<file path="src/rtl/cache.sv">
// Direct-mapped, write-through/write-allocate cache with 2-byte lines.
// Optional snoop invalidation is enabled by defining CACHE_INVALIDATE_EN.
module cache #(
  parameter int unsigned INDEX_BITS = 4
) (
  input  logic        clock,
  input  logic        reset,
  input  logic [24:0] cpu_request,
  input  logic        cpu_request_ready,
  input  logic [15:0] invalidate_address,
  input  logic [15:0] memory_response,
  input  logic        memory_response_ready,
  output logic [24:0] memory_request,
  output logic        memory_request_ready,
  output logic [7:0]  data_out,
  output logic        data_out_ready
);

  localparam int unsigned LINES    = 1 << INDEX_BITS;
  localparam int unsigned TAG_BITS = 15 - INDEX_BITS;

  localparam logic [1:0] IDLE     = 2'd0;
  localparam logic [1:0] MEM_WAIT = 2'd1;
  localparam logic [1:0] DONE     = 2'd2;

  logic [1:0]            state;
  logic [15:0]           addr_q;
  logic [LINES-1:0]      valid;
  logic [LINES-1:0]      valid_d;
  logic [TAG_BITS-1:0]   tags  [LINES];
  logic [15:0]           lines [LINES];

  logic                  req_write;
  logic [7:0]            req_wdata;
  logic [15:0]           req_addr;
  logic [INDEX_BITS-1:0] req_index;
  logic [TAG_BITS-1:0]   req_tag;
  logic                  hit;
  logic [7:0]            hit_byte;

  logic [INDEX_BITS-1:0] fill_index;
  logic [TAG_BITS-1:0]   fill_tag;
  logic                  fill;
  logic [7:0]            resp_byte;

  assign req_write = cpu_request[24];
  assign req_wdata = cpu_request[23:16];
  assign req_addr  = cpu_request[15:0];
  assign req_index = req_addr[INDEX_BITS:1];
  assign req_tag   = req_addr[15:INDEX_BITS+1];
  assign hit       = valid[req_index] && (tags[req_index] == req_tag);
  assign hit_byte  = req_addr[0] ? lines[req_index][15:8] : lines[req_index][7:0];

  // The latched address drives the refill so later cpu_request changes are ignored.
  assign fill_index = addr_q[INDEX_BITS:1];
  assign fill_tag   = addr_q[15:INDEX_BITS+1];
  assign fill       = (state == MEM_WAIT) && memory_response_ready;
  assign resp_byte  = addr_q[0] ? memory_response[15:8] : memory_response[7:0];

  assign data_out_ready = (state == DONE);

`ifdef CACHE_INVALIDATE_EN
  logic [INDEX_BITS-1:0] inv_index;
  logic [TAG_BITS-1:0]   inv_tag;
  logic                  inv_hit;

  assign inv_index = invalidate_address[INDEX_BITS:1];
  assign inv_tag   = invalidate_address[15:INDEX_BITS+1];
  assign inv_hit   = (invalidate_address != 16'h0000) && valid[inv_index] &&
                     (tags[inv_index] == inv_tag);
`else
  logic unused_invalidate;
  assign unused_invalidate = ^invalidate_address;
`endif

  // Fill is applied after the invalidate so a same-edge collision leaves the line valid.
  always_comb begin
    valid_d = valid;
`ifdef CACHE_INVALIDATE_EN
    if (inv_hit) valid_d[inv_index] = 1'b0;
`endif
    if (fill) valid_d[fill_index] = 1'b1;
  end

  always_ff @(posedge clock) begin
    if (fill) begin
      tags[fill_index]  <= fill_tag;
      lines[fill_index] <= memory_response;
    end
  end

  always_ff @(posedge clock or negedge reset) begin
    if (!reset) begin
      state                <= IDLE;
      valid                <= '0;
      addr_q               <= '0;
      memory_request       <= '0;
      memory_request_ready <= 1'b0;
      data_out             <= '0;
    end else begin
      valid <= valid_d;
      case (state)
        IDLE: begin
          if (cpu_request_ready) begin
            addr_q <= req_addr;
            if (!req_write && hit) begin
              data_out <= hit_byte;
              state    <= DONE;
            end else begin
              memory_request       <= {req_write, (req_write ? req_wdata : 8'h00), req_addr};
              memory_request_ready <= 1'b1;
              state                <= MEM_WAIT;
            end
          end
        end
        MEM_WAIT: begin
          if (memory_response_ready) begin
            memory_request_ready <= 1'b0;
            data_out             <= resp_byte;
            state                <= DONE;
          end
        end
        DONE: begin
          if (!cpu_request_ready) state <= IDLE;
        end
        default: state <= IDLE;
      endcase
    end
  end

endmodule

</file>
<file path="config.mk">
export PLATFORM = sky130hd
export DESIGN_NAME = cache
export DESIGN_NICKNAME = d
export VERILOG_FILES = /design/src/rtl/cache.sv
export SDC_FILE = /design/constraint.sdc
export NUM_CORES = 1
export LEC_CHECK = 0
export CORE_MARGIN = 1
export CORE_UTILIZATION = 60
export DETAILED_ROUTE_END_ITERATION = 16
export GPL_TIMING_DRIVEN = 0
export MAX_ROUTING_LAYER = met4
export PLACE_DENSITY = 0.88
export SLEW_MARGIN = 20
export SYNTH_ARGS = -nofsm -noshare
export SYNTH_HDL_FRONTEND = slang
export SYNTH_SLANG_ARGS = --single-unit
</file>
<file path="constraint.sdc">
create_clock -name clock -period 4.2 [get_ports clock]
set_input_delay 1.26 -clock clock [delete_from_list [all_inputs] [get_ports clock]]
set_output_delay 1.26 -clock clock [all_outputs]
set_load 0.05 [all_outputs]
</file>
==> out/metrics.csv <==
metric,value,unit
ir_drop,0.370,mV
clk_pin_slew,0.07,ns
endpoint_kind,flip-flop,
drive_above_1_share,0.310,
dp_hpwl,31.4,mm
synth_area_leaders,"edfxtp_1 (66%), mux4_2 (12%), dfrtp_1 (8.6%)",
die_width,183,µm
avgRoutedWirePerCell,36.3,µm
routed_wl,57.3,mm
dr.pass1.iters,5,
cts_sinks,500,
rows,65,
numPortBuffers,75,
insertion_delay,0.57,ns
syn2layout_area_growth,18.8,%
setup_tns,-1.75,ns
hold_viol_final,0,
vias,11500,
seq_area,14700,µm²
postRouteAntennaNets,0,
worst_slew_pin_slew,1.13,ns
startpoint_type,input port,
synth_area,19700,µm²
n_antenna_cell,0,
status,"finished, violations left",
yosys_most_used_dff,edfxtp_1,
globalplace.congestion,0.815,
yosysTopAreaCell,edfxtp_1,
post-route-min-period,4.35,ns
failed_checks,setup timing,
yosysSeqAreaShare,0.746,
syn_inst,948,
grt_overflow,0,
p_per_area,589,nW/µm²
ff2ff_path_depth,9,
yosysWarnings,0,
async_flop_share,0.136,
via_per_inst,7.26,
n_fill_cell,1612,
numCtsBuffers,47,
period_share,1.03,
synth_edf_count,432,
drv_cap,0,
cp_max_fo,10,
ys_ff_latch,500,
final_area,23400,µm²
grt_first_pass_wirelength,79.9,mm
fin_skew,0.0205,ns
htree_levels,2,
power,13.8,mW
place_area,21600,µm²
initial_utilization,0.617,
fp.coreArea,31900,µm²
layout.cells.most_common,edfxtp_1,
die_h,183,µm
fin_nets,1167,
critPathKind,in2reg,
clock.fmax,0.230,GHz
syn_nets,1009,
multi_input_area,4930,µm²
cts_root_buf,clkbuf_16,
finalMaxSlewViolations,0,
power_leakage,7.89,nW
post-route-drc-count,0,
ys_types,47,
final_util,0.733,
netlist.area_leader.share,0.659,
cp.required,4.64,ns
antenna_found_initial,0,
cts_tree,built,
finalSetupViolations,27,
io_pins,96,
track_usage,0.357,
clk_path_buf_depth,3,
grt_max_degree,36,
final.setup.worst_slack,-0.147,ns
hp-class,reg2reg,
hold_depth,1,
grt_pass1_vias,11700,
avgSynthCellArea,20.8,µm²
slew_headroom,0.246,
drt_iter0_drc,1899,
final_cell_mix,"edfxtp_1 (432), mux4_2 (104), clkdlybuf4s50_1 (73)",
dieArea,33500,µm²
crit_arrival,4.79,ns
layout make-up:
| class | count | area share |
|---|---|---|
| Buffer | 46 | 0.0151 |
| Inverter | 12 | 0.00209 |
| Sequential cell | 500 | 0.628 |
| Multi-Input combinational cell | 390 | 0.211 |
| Tap cell | 435 | 0.0233 |
| Timing Repair Buffer | 109 | 0.0549 |
| Clock inverter | 29 | 0.0107 |
| Clock buffer | 59 | 0.0553 |
path summary, 6_finish.rpt:
check                               startpoint            endpoint  slack (ns)
worst min-delay path                 valid[10]           valid[10]        0.49
max in group asynchronous                reset            valid[7]        2.85
worst max register to register      tags[0][5]  memory_request[10]        0.93
min in group asynchronous                reset         data_out[0]        0.70
worst min register to register       valid[10]           valid[10]        0.49
worst max-delay path            cpu_request[4]  memory_request[10]       -0.15
stage by stage:
step,std cells,hold slack (ns),setup slack (ns)
floorplan,948,0.433,0.0635
detailed placement,1490,0.453,-1.73
CTS,1580,0.475,0.0183
global placement,1458,0.446,-2.78
finish,1580,0.489,-0.147
global route,1580,0.489,-0.143
cells in the mapped netlist (all sizes together) (2+ instances only):
master,count
inv,12
nand2,21
nor3,5
a21oi,11
a211oi,11
o221ai,2
nor2b,12
dfrtp,68
a311oi,2
edfxtp,432
nor2,22
nand2b,8
o22ai,8
or2,16
mux4,107
buf,31
clkbuf,15
mux2i,53
nand3,5
a221oi,7
nor4,4
xor2,10
mux2,59
xnor2,11
sequential cells by signal (all words and copies together) (netlist names):
name                  flops
memory_request_ready      1
lines                   256
addr_q                   16
valid                    16
tags                    176
state                     2
memory_request           25
data_out                  8
report_power, final:
group,switching (mW),internal (mW),total [mW]
clock network,1.92,2.39,4.30
logic,1.68,1.04,2.72
registers,0.565,6.18,6.74
layer usage:
metal / GRT usage / wire length (µm) / vias to the layer above
met5: - / 0 / -
met4: 0.194 / 3740 / 0
met3: 0.101 / 7920 / 305
met2: 0.546 / 26900 / 1255
met1: 0.435 / 18700 / 5750
li1: - / - / 4166
worst max-delay path, stage by stage:
cell and delay (ns):
clkdlybuf4s50_1 0.54, buf_4 0.24, buf_4 0.26, buf_4 0.26, mux2i_1 0.14, a221oi_2 0.36
xnor2_1 0.24, o2111ai_4 0.38, nor2_2 0.09, a21boi_2 0.18, buf_6 0.22, buf_8 0.23
mux2_4 0.33
what timing repair did:
item	4_1_cts	5_1_grt
gates resized for setup	65	9
buffers inserted	2	0
pin swaps	2	1
hold buffers	0	0
endpoints found under the setup margin	36	26
kinds of logic (layout without fill, tap and decap cells):
group	Yosys count	after routing	synth area share
XOR/XNOR	21	21	0.00935
buffers and inverters	58	255	0.0138
multiplexers	219	219	0.186
AND/OR/NAND/NOR	98	98	0.0262
AO/OA/AOI/OAI	52	52	0.0192
flip-flops	500	500	0.746
(Power assumes the default switching activity.)
